`src/rtl/uart_pkg.sv`:
```
// Shared types and helpers for the buffered UART transmitter.
package uart_pkg;

  typedef enum logic [1:0] {
    PAR_NONE = 2'b00,
    PAR_ODD  = 2'b01,
    PAR_EVEN = 2'b10
  } parity_e;

  typedef enum logic [2:0] {
    ST_IDLE,
    ST_START,
    ST_DATA,
    ST_PARITY,
    ST_STOP
  } tx_state_e;

  localparam int         CHAR_W         = 9;
  localparam logic [3:0] DATA_BITS_MIN  = 4'd5;
  localparam logic [3:0] DATA_BITS_MAX  = 4'd9;
  localparam logic [3:0] DATA_BITS_DFLT = 4'd8;

  // Out-of-range data-bit settings fall back to the common 8-bit frame.
  function automatic logic [3:0] eff_data_bits(input logic [3:0] b);
    return (b >= DATA_BITS_MIN && b <= DATA_BITS_MAX) ? b : DATA_BITS_DFLT;
  endfunction

  function automatic logic [CHAR_W-1:0] char_mask(input logic [3:0] nbits);
    return {CHAR_W{1'b1}} >> (DATA_BITS_MAX - nbits);
  endfunction

endpackage

```
`src/rtl/uart_sync_fifo.sv`:
```
// Single-clock show-ahead FIFO; flush overrides both read and write.
module uart_sync_fifo #(
  parameter int DEPTH = 16,
  parameter int WIDTH = 9
) (
  input  logic                     clk,
  input  logic                     rst_n,
  input  logic                     flush,
  input  logic                     wr_en,
  input  logic [WIDTH-1:0]         wr_data,
  input  logic                     rd_en,
  output logic [WIDTH-1:0]         rd_data,
  output logic                     full,
  output logic                     empty,
  output logic [$clog2(DEPTH):0]   level
);

  localparam int AW = $clog2(DEPTH);

  logic [WIDTH-1:0] mem_q [DEPTH];
  logic [AW-1:0]    wr_ptr_q, rd_ptr_q;
  logic [AW:0]      level_q;
  logic             do_wr, do_rd;

  assign full    = (level_q == (AW+1)'(DEPTH));
  assign empty   = (level_q == '0);
  assign level   = level_q;
  assign rd_data = mem_q[rd_ptr_q];
  assign do_wr   = wr_en & ~full & ~flush;
  assign do_rd   = rd_en & ~empty & ~flush;

  // Pointers are AW bits wide, so they wrap modulo DEPTH for free.
  always_ff @(posedge clk) begin
    if (!rst_n || flush) begin
      wr_ptr_q <= '0;
      rd_ptr_q <= '0;
      level_q  <= '0;
    end else begin
      if (do_wr) wr_ptr_q <= wr_ptr_q + AW'(1);
      if (do_rd) rd_ptr_q <= rd_ptr_q + AW'(1);
      level_q <= level_q + (AW+1)'(do_wr) - (AW+1)'(do_rd);
    end
  end

  always_ff @(posedge clk) begin
    if (do_wr) mem_q[wr_ptr_q] <= wr_data;
  end

endmodule

```
`src/rtl/uart_tx_buf.sv`:
```
// UART transmitter with a transmit FIFO; frame format is latched per frame at pop time.
module uart_tx_buf
  import uart_pkg::*;
#(
  parameter int FIFO_DEPTH = 16,
  parameter int DIV_W      = 16
) (
  input  logic                          clk,
  input  logic                          rst_n,
  input  logic                          s_valid,
  input  logic [8:0]                    s_data,
  output logic                          s_ready,
  input  logic [DIV_W-1:0]              cfg_div,
  input  logic [3:0]                    cfg_data_bits,
  input  logic [1:0]                    cfg_parity,
  input  logic                          cfg_stop2,
  input  logic                          flush,
  output logic                          tx,
  output logic                          busy,
  output logic                          tx_done,
  output logic [$clog2(FIFO_DEPTH):0]   fifo_level
);

  tx_state_e         state_q, state_d;
  logic [DIV_W-1:0]  div_cnt_q, div_q;
  logic [3:0]        bit_cnt_q, nbits_q;
  logic [CHAR_W-1:0] shreg_q, fifo_rd_data, new_char;
  logic [3:0]        new_nbits;
  logic              par_en_q, par_bit_q, stop2_q;
  logic              tx_q, tx_d, busy_q, busy_d, done_q, done_d;
  logic              fifo_full, fifo_empty, wr_en, pop, pop_ok;
  logic              bit_end, data_last, stop_last;

  assign s_ready = rst_n & ~flush & ~fifo_full;
  assign wr_en   = s_valid & s_ready;
  assign pop_ok  = ~fifo_empty & ~flush;

  uart_sync_fifo #(.DEPTH(FIFO_DEPTH), .WIDTH(CHAR_W)) u_fifo (
    .clk     (clk),
    .rst_n   (rst_n),
    .flush   (flush),
    .wr_en   (wr_en),
    .wr_data (s_data),
    .rd_en   (pop),
    .rd_data (fifo_rd_data),
    .full    (fifo_full),
    .empty   (fifo_empty),
    .level   (fifo_level)
  );

  assign new_nbits = eff_data_bits(cfg_data_bits);
  assign new_char  = fifo_rd_data & char_mask(new_nbits);
  assign bit_end   = (div_cnt_q == div_q);
  assign data_last = (bit_cnt_q == nbits_q - 4'd1);
  assign stop_last = (state_q == ST_STOP) && bit_end && (bit_cnt_q == {3'b000, stop2_q});

  always_ff @(posedge clk) begin
    if (!rst_n) state_q <= ST_IDLE;
    else        state_q <= state_d;
  end

  always_comb begin
    state_d = state_q;
    unique case (state_q)
      ST_IDLE:   if (pop_ok) state_d = ST_START;
      ST_START:  if (bit_end) state_d = ST_DATA;
      ST_DATA:   if (bit_end && data_last) state_d = par_en_q ? ST_PARITY : ST_STOP;
      ST_PARITY: if (bit_end) state_d = ST_STOP;
      ST_STOP:   if (stop_last) state_d = pop_ok ? ST_START : ST_IDLE;
      default:   state_d = ST_IDLE;
    endcase
  end

  // Line outputs are registered from the current state, so the wire trails the FSM by one cycle.
  always_comb begin
    pop    = pop_ok && ((state_q == ST_IDLE) || stop_last);
    done_d = stop_last;
    busy_d = (state_q != ST_IDLE);
    tx_d   = 1'b1;
    unique case (state_q)
      ST_START:  tx_d = 1'b0;
      ST_DATA:   tx_d = shreg_q[0];
      ST_PARITY: tx_d = par_bit_q;
      default:   tx_d = 1'b1;
    endcase
  end

  always_ff @(posedge clk) begin
    if (!rst_n) begin
      tx_q   <= 1'b1;
      busy_q <= 1'b0;
      done_q <= 1'b0;
    end else begin
      tx_q   <= tx_d;
      busy_q <= busy_d;
      done_q <= done_d;
    end
  end

  always_ff @(posedge clk) begin
    if (!rst_n) begin
      div_cnt_q <= '0;
      bit_cnt_q <= '0;
      div_q     <= '0;
      nbits_q   <= DATA_BITS_DFLT;
      par_en_q  <= 1'b0;
      par_bit_q <= 1'b0;
      stop2_q   <= 1'b0;
      shreg_q   <= '0;
    end else if (pop) begin
      div_cnt_q <= '0;
      bit_cnt_q <= '0;
      div_q     <= cfg_div;
      nbits_q   <= new_nbits;
      par_en_q  <= (cfg_parity == PAR_ODD) || (cfg_parity == PAR_EVEN);
      par_bit_q <= (^new_char) ^ (cfg_parity == PAR_ODD);
      stop2_q   <= cfg_stop2;
      shreg_q   <= new_char;
    end else if (state_q != ST_IDLE) begin
      if (bit_end) begin
        div_cnt_q <= '0;
        bit_cnt_q <= (state_d != state_q) ? 4'd0 : bit_cnt_q + 4'd1;
        if (state_q == ST_DATA) shreg_q <= shreg_q >> 1;
      end else begin
        div_cnt_q <= div_cnt_q + DIV_W'(1);
      end
    end
  end

  assign tx      = tx_q;
  assign busy    = busy_q;
  assign tx_done = done_q;

endmodule

```
`config.mk`:
```
export PLATFORM = sky130hd
export DESIGN_NAME = uart_tx_buf
export DESIGN_NICKNAME = d
export VERILOG_FILES = /design/src/rtl/uart_pkg.sv /design/src/rtl/uart_sync_fifo.sv /design/src/rtl/uart_tx_buf.sv
export SDC_FILE = /design/constraint.sdc
export NUM_CORES = 1
export LEC_CHECK = 0
export BUFFER_PORTS_ARGS = -buffer_cell sky130_fd_sc_hd__buf_4
export CAP_MARGIN = 20
export CORE_ASPECT_RATIO = 1.75
export CORE_MARGIN = 4
export CORE_UTILIZATION = 55
export CTS_BUF_LIST = sky130_fd_sc_hd__clkbuf_4 sky130_fd_sc_hd__clkbuf_8 sky130_fd_sc_hd__clkbuf_16
export DETAILED_ROUTE_END_ITERATION = 6
export HOLD_SLACK_MARGIN = 0.02
export PLACE_DENSITY = 0.85
export SETUP_SLACK_MARGIN = 0.4
export SLEW_MARGIN = 20
export SYNTH_ARGS = -nofsm -noshare
export SYNTH_HDL_FRONTEND = slang
export SYNTH_SLANG_ARGS = --single-unit
```
`constraint.sdc`:
```
create_clock -name clk -period 3 [get_ports clk]
set_input_delay 0.15 -clock clk [delete_from_list [all_inputs] [get_ports clk]]
set_output_delay 0.15 -clock clk [all_outputs]
set_load 0.1 [all_outputs]
```
### Yosys cells after proc, flatten, opt, wreduce, memory -nomap -nowiden

Memories as Yosys holds them, arrays and structs flattened. A register that Yosys moved wholly into a read port is not among the register bits.
Index checks and enable logic that the tools add are counted.
W data, S select, Z words.

* eq/ne operators: 11
* $lt $le $gt $ge: 2
* shift-type cells: 1
* reduce and logical (&&, ||, !) cells: 19
* multiplexer cells: 20
* add/sub/neg operators: 8
* bitwise logic cells: 14

Operator list (count)
* $mux W9: 4
* $mux W3: 6
* $add A16 B1 Y16 const B: 1
* $eq A16 B16 Y1: 1
* $mux W16: 1
* $mux W4: 4
* $pmux W3 S5: 1
* $add A4 B1 Y4 const B: 3
* $and A9 B9 Y9: 1
* $reduce_xor A9 Y1: 1
* $shr A9 B4 Y9 const A: 1
* $and A1 B1 Y1: 8
* $eq A3 B2 Y1 const B: 2
* $reduce_bool A2 Y1: 3
* $add A5 B1 Y5: 1
* $eq A5 B5 Y1 const B: 1
* $logic_and A1 B1 Y1: 5
* $logic_not A5 Y1: 1
* $sub A5 B1 Y5: 1
* $eq A4 B1 Y1: 1
* $eq A4 B4 Y1: 1
* $ge A4 B3 Y1 const B: 1
* $le A4 B4 Y1 const B: 1
* $not A1 Y1: 4
* other kinds (17): 21

* logic and storage cells: 91
* memories kept: 1
* memory bits (writable): 144
* flip-flop bits (word level): 71

Memory list
* u_fifo.mem_q: words 16, width 9, rd ports 1, clocked after Yosys merged registers in 1, wr ports 1, RTL line uart_sync_fifo.sv:20 `logic [WIDTH-1:0] mem_q [DEPTH];`

### Depth between registers and ports, before layout

* depth after elaboration: 9
* mapped depth: 18
* gate-level depth less buffers: 16

### Hierarchy

A second synthesis with hierarchy kept.

* cells, all modules: 693
* area, all modules: 9457.8 um2

Modules (own cells, without submodules)
* uart_sync_fifo: sequential area each 4664.5 um2, cells an instance 330, area an instance 6449.9 um2, instances 1
* uart_tx_buf: sequential area each 1161.1 um2, cells an instance 363, area an instance 3007.9 um2, instances 1

### Worst setup path after synthesis

OpenSTA, ideal clock, no wires.

* path kind: reg2reg
* start point: register u_fifo.level_q[2], in the netlist u_fifo.level[2]
* end point: memory u_fifo.mem_q[3][0], enable pin
* stages on the path, launching flop included: 8
* data arrival time: 4.286 ns
* period minus slack after synthesis: 4.673 ns
* setup time: 0.387 ns
* slack: -1.673 ns
* cell sequence: dfxtp_1 > inv_1 > ha_1 > a31oi_1 > and2_1 > clkbuf_1 > nand2_1 > nor3_1

* word-level cells in the longest chain between the ends: 8

RTL lines
* start, declared: RTL line uart_sync_fifo.sv:22 `logic [AW:0] level_q;`
* start signal, assigned: RTL line uart_sync_fifo.sv:41 `level_q <= level_q + (AW+1)'(do_wr) - (AW+1)'(do_rd);`
* $eq A5 B5 Y1: RTL line uart_sync_fifo.sv:25 `assign full = (level_q == (AW+1)'(DEPTH));`
* $not A1 Y1: RTL line uart_tx_buf.sv:34 `assign s_ready = rst_n & ~flush & ~fifo_full;`
* $and A1 B1 Y1: RTL line uart_tx_buf.sv:34
* net s_ready: RTL line uart_tx_buf.sv:12 `output logic s_ready,`
* $and A1 B1 Y1: RTL line uart_tx_buf.sv:35 `assign wr_en = s_valid & s_ready;`
* $and A1 B1 Y1 (2 in a row): RTL line uart_sync_fifo.sv:29 `assign do_wr = wr_en & ~full & ~flush;`
* net u_fifo.do_wr: RTL line uart_sync_fifo.sv:23 `logic do_wr, do_rd;`
* $mux W1: RTL line uart_sync_fifo.sv:46 `if (do_wr) mem_q[wr_ptr_q] <= wr_data;`
* $mux W1 (not written as such): RTL line uart_sync_fifo.sv:46
* end, declared: RTL line uart_sync_fifo.sv:20

The timed path passes the listed nets, and every way through them passes these cells.

### Worst setup path in the final report

* start point: register div_cnt_q[10]
* end point: register u_fifo.level_q[4], in the netlist u_fifo.level[4]

* word-level cells in the longest chain between the ends: 8

RTL lines
* start, declared: RTL line uart_tx_buf.sv:25 `logic [DIV_W-1:0] div_cnt_q, div_q;`
* start signal, assigned: RTL line uart_tx_buf.sv:125 `div_cnt_q <= div_cnt_q + DIV_W'(1);`
* $eq A16 B16 Y1: RTL line uart_tx_buf.sv:53 `assign bit_end = (div_cnt_q == div_q);`
* $logic_and A1 B1 Y1 (2 in a row): RTL line uart_tx_buf.sv:55 `assign stop_last = (state_q == ST_STOP) && bit_end && (bit_cnt_q == {3'b000, stop2_q});`
* $logic_or A1 B1 Y1: RTL line uart_tx_buf.sv:76 `pop = pop_ok && ((state_q == ST_IDLE) || stop_last);`
* $logic_and A1 B1 Y1: RTL line uart_tx_buf.sv:76
* $and A1 B1 Y1 (2 in a row): RTL line uart_sync_fifo.sv:30 `assign do_rd = rd_en & ~empty & ~flush;`
* $sub A5 B1 Y5: RTL line uart_sync_fifo.sv:41

No other way between the ends.
A chain may end at the register's enable or synchronous reset.

==> impl_metrics.tcl <==
set metrics [dict create \
    run_status "finished clean" \
    reg2reg_to "u_fifo.level[4]" \
    number_of_standard_cells_in_the_final_layout_excluding_fillers 1058 \
    nNetsFinal 872 \
    hold_path_end "par_en_q" \
    clk-insertion-delay-late_ns 0.50 \
    io-pin-count 45 \
    number_of_rows_in_the_core_area 63 \
    synth_area_per_cell_um2 13.55 \
    holdWs_ns 0.09296 \
    final_hold_violations 0 \
    synth_enable_flop_cells 144 \
    antenna_found_initial 0 \
    core_area_mm2 0.01687 \
    drtPass1Iterations 5 \
    setup-violations-final 0 \
    cap_viol_max_count 0 \
    max_fclk_ghz 0.3537 \
    r2r_setup_slack_ns 0.17 \
    drt-initial-drc-count 522 \
    p_leak_nw 4.049 \
    tightest_slew_ns 0.6255 \
    portBuffers 44 \
    via_count_of_the_first_global_routing_pass 6546 \
    critical_setup_path_kind "flip-flop to flip-flop" \
    post_synth_inst_count 693 \
    synth_async_sr_flop_share 0 \
    grt_first_pass_wirelength_um 34970 \
    ys.flop_type "sky130_fd_sc_hd__edfxtp_1" \
    power_density_mw_per_mm2 756.3 \
    hp-class "input pin to flip-flop" \
    die_width_um 106.8 \
    die_area_mm2 0.01931 \
    worstHoldPathCells 4 \
    drc 0 \
    synth_sequential_area_ratio 0.6202 \
    netlist_area_mm2 0.009393 \
    insertedDiodeCount 0 \
    critical_path_required_ns 3.42 \
    finish.utilization 0.6961 \
    ctsLongestPathBuffers 3 \
    synthesis.yosys.warnings 0 \
    ys_types 55 \
    pins_over_their_slew_limit 0 \
    worst-r2r-cell-count 16 \
    finClkSkew_ns 0.01130 \
    die_height_um 180.9 \
    critPathLaunchType "flip-flop" \
    share_of_post_route_cells_with_drive_strength_above_1 0.3020 \
    worstPathArrival_ns 3.25 \
    clkSinkCount 219 \
    grt_max_degree 41 \
    totalNegativeSetupSlack_ns 0 \
    critPathMaxStageDelay_ns 0.40 \
    areaGrowthSynthToFinish_pct 25.02 \
    initial_core_utilization 0.5568 \
    hold_start "cfg_parity[0]" \
    post_detailed_route_via_to_cell_ratio 5.840 \
    reg2reg_from "div_cnt_q[10]" \
    via_count 6179 \
    wl_um 22840 \
    timing.final.crit_share 0.9425 \
    cts_made_buffers 20 \
    dpl.cell_count 966 \
    critical_path.max_fanout 4 \
    timing.critical_path.from "div_cnt_q[10]" \
    post_drt_wl_per_cell_um 21.58 \
    gp_congestion 0.8780 \
    power.ir.vdd_worst_uv 575.0 \
    crit_path_frequent_cell "sky130_fd_sc_hd__inv_2" \
    worstPathCellList "xnor2_1 -> nand4_1 -> nor4_4 -> a21oi_2 -> or2_4 -> inv_4 -> ha_4 -> inv_2 -> ha_4 -> inv_2 -> fa_2 -> inv_2 -> a21oi_2 -> nor2_1 -> or3_1 -> a21oi_1" \
    detailed_place_hpwl_um 14020 \
    gr-total-overflow 0 \
    antenna_violating_nets_left 0 \
    worst_setup_hold_path_clk_slew_ns 0.07 \
    postSynthNetCount 748 \
    critical_path.slowest_cell "sky130_fd_sc_hd__dfxtp_1" \
    headroom_to_the_max_slew_limit 0.5800 \
    track_usage 0.2346 \
    yosys_register_bits 219 \
    finalCriticalPeriod_ns 2.827 \
    tritoncts "done" \
    rsz0062_at_grt "true" \
    cts.htree.levels 1 \
    end_kind "flip-flop" \
    clock_root_buffer "sky130_fd_sc_hd__clkbuf_16" \
]
flip-flops by register name, summed over array words and instances, names as in the netlist, named ones only:
name and cells:
nbits_q 4, div_cnt_q 16, par_en_q 1, tx 1, div_q 16, u_fifo.mem_q 144, stop2_q 1, bit_cnt_q 4
u_fifo.rd_ptr_q 4, u_fifo.wr_ptr_q 4, busy 1, state_q 3, tx_done 1, shreg_q 9, u_fifo.level 5, par_bit_q 1
worst max path at each step:
stage / end / slack [ns]
after floorplan: u_fifo.level[4] / 0.20
after global placement: u_fifo.level[4] / 0.21
after detailed placement: u_fifo.level[4] / 0.14
after CTS: u_fifo.level[4] / 0.17
after global routing: u_fifo.level[4] / 0.03
final: u_fifo.level[4] / 0.17
per-stage QoR:
stage	setup WS, ns	cell area (um^2)	total power [mW]
2_1_floorplan	0.1988	9608	5.246
3_3_place_gp	0.2114	10290	5.736
3_5_place_dp	0.1403	10290	5.810
4_1_cts	0.1655	11430	8.653
5_1_grt	0.02641	11740	9.275
6_report	0.1726	11740	8.881
metal layers:
layer  up-vias  routed length, um  track usage
met4         0               1137       0.1142
met1      3097               7888       0.2486
met2       229              12790       0.4440
li1       2776                  -            -
met3        77               1019      0.03325
met5         -                  0            0
kinds of logic after synthesis:
group / Yosys count / synth area share
adders and majority gates: 19 / 0.02611
buffers and inverters: 50 / 0.02824
muxes: 50 / 0.1066
DFF: 219 / 0.6202
AOI/OAI and AO/OA: 77 / 0.05381
xor gates and xnor gates: 56 / 0.05595
and+or+nand+nor: 222 / 0.1091
synthesized netlist by cell type, types with 2 or more instances:
cell type	instances	area, um^2
sky130_fd_sc_hd__a211oi_1	2	15.01
sky130_fd_sc_hd__a21boi_0	21	157.7
sky130_fd_sc_hd__a21oi_1	19	95.09
sky130_fd_sc_hd__a22o_1	2	17.52
sky130_fd_sc_hd__a22oi_1	7	52.55
sky130_fd_sc_hd__a31oi_1	3	18.77
sky130_fd_sc_hd__and2_1	5	31.28
sky130_fd_sc_hd__and3_1	8	50.05
sky130_fd_sc_hd__buf_1	2	7.510
sky130_fd_sc_hd__buf_12	2	40.04
sky130_fd_sc_hd__buf_2	6	30.03
sky130_fd_sc_hd__buf_4	2	15.01
sky130_fd_sc_hd__buf_6	4	45.04
sky130_fd_sc_hd__clkbuf_1	14	52.55
sky130_fd_sc_hd__dfxtp_1	75	1501
sky130_fd_sc_hd__edfxtp_1	144	4324
sky130_fd_sc_hd__ha_1	18	225.2
sky130_fd_sc_hd__inv_1	19	71.32
sky130_fd_sc_hd__mux2_2	3	33.78
sky130_fd_sc_hd__mux2i_1	10	100.1
sky130_fd_sc_hd__mux4_1	9	236.5
sky130_fd_sc_hd__mux4_2	28	630.6
sky130_fd_sc_hd__nand2_1	80	300.3
sky130_fd_sc_hd__nand2b_1	4	25.02
sky130_fd_sc_hd__nand3_1	17	85.08
sky130_fd_sc_hd__nand3b_1	2	15.01
sky130_fd_sc_hd__nand4_1	11	68.82
sky130_fd_sc_hd__nor2_1	61	229.0
sky130_fd_sc_hd__nor2b_1	12	75.07
sky130_fd_sc_hd__nor3_1	8	40.04
sky130_fd_sc_hd__nor3b_1	2	15.01
sky130_fd_sc_hd__nor4_1	2	12.51
sky130_fd_sc_hd__o211ai_1	2	15.01
sky130_fd_sc_hd__o21a_1	2	15.01
sky130_fd_sc_hd__o21ai_0	11	55.05
sky130_fd_sc_hd__o21ai_1	2	10.01
sky130_fd_sc_hd__o21bai_1	2	15.01
sky130_fd_sc_hd__or3_1	3	18.77
sky130_fd_sc_hd__xnor2_1	31	271.5
sky130_fd_sc_hd__xnor3_1	2	45.04
sky130_fd_sc_hd__xor2_1	22	192.7
power by group:
part / internal, mW / switching, mW / total, mW / leakage [nW]
clock network: 1.65 / 1.10 / 2.75 / 0.360
registers: 3.41 / 0.163 / 3.58 / 1.92
logic: 1.04 / 1.51 / 2.56 / 1.77
total: 6.11 / 2.77 / 8.88 / 4.05
repair_timing:
item	CTS	global route
endpoints found under the setup margin	3	14
hold buffers	26	0
pin swaps	10	12
endpoints found under the hold margin	161	0
resized for setup	23	28
gates cloned	2	0
buffers inserted	6	21
cell usage in the layout (no fill, tap or decap), drive strengths merged, types with 7 or more instances in the layout:
master         n
a21oi         19
dfxtp         75
and3           8
nor2          61
xnor2         31
ha            18
a21boi        21
clkinv         8
nand4         11
mux4          37
dlygate4sd3   26
inv           21
nand2         80
a22oi          7
nor3           9
mux2i         10
nor2b         12
clkbuf        24
xor2          23
o21ai         13
nand3         18
edfxtp       144
buf          103
layout make-up:
| cell class | count | area, um^2 |
|---|---|---|
| clock buffers | 23 | 540.5 |
| clock inverters | 13 | 173.9 |
| fillers | 1054 | 5126 |
| inverters | 20 | 82.58 |
| multi-input cells | 424 | 3607 |
| flip-flops and latches | 219 | 5878 |
| well taps | 227 | 284.0 |
| repair buffers | 132 | 1176 |
critical path, delay by kind of cell, from the launching register on:
kind,cells,cell delay (ns)
AND/OR/NAND/NOR,5,1.16
buffers and inverters,4,0.20
flip-flops,1,0.40
adder cells (fa/ha/maj),3,0.47
AO/OA/AOI/OAI,3,0.37
XOR/XNOR,1,0.17
Note: power is estimated with default switching activity, not from simulation.
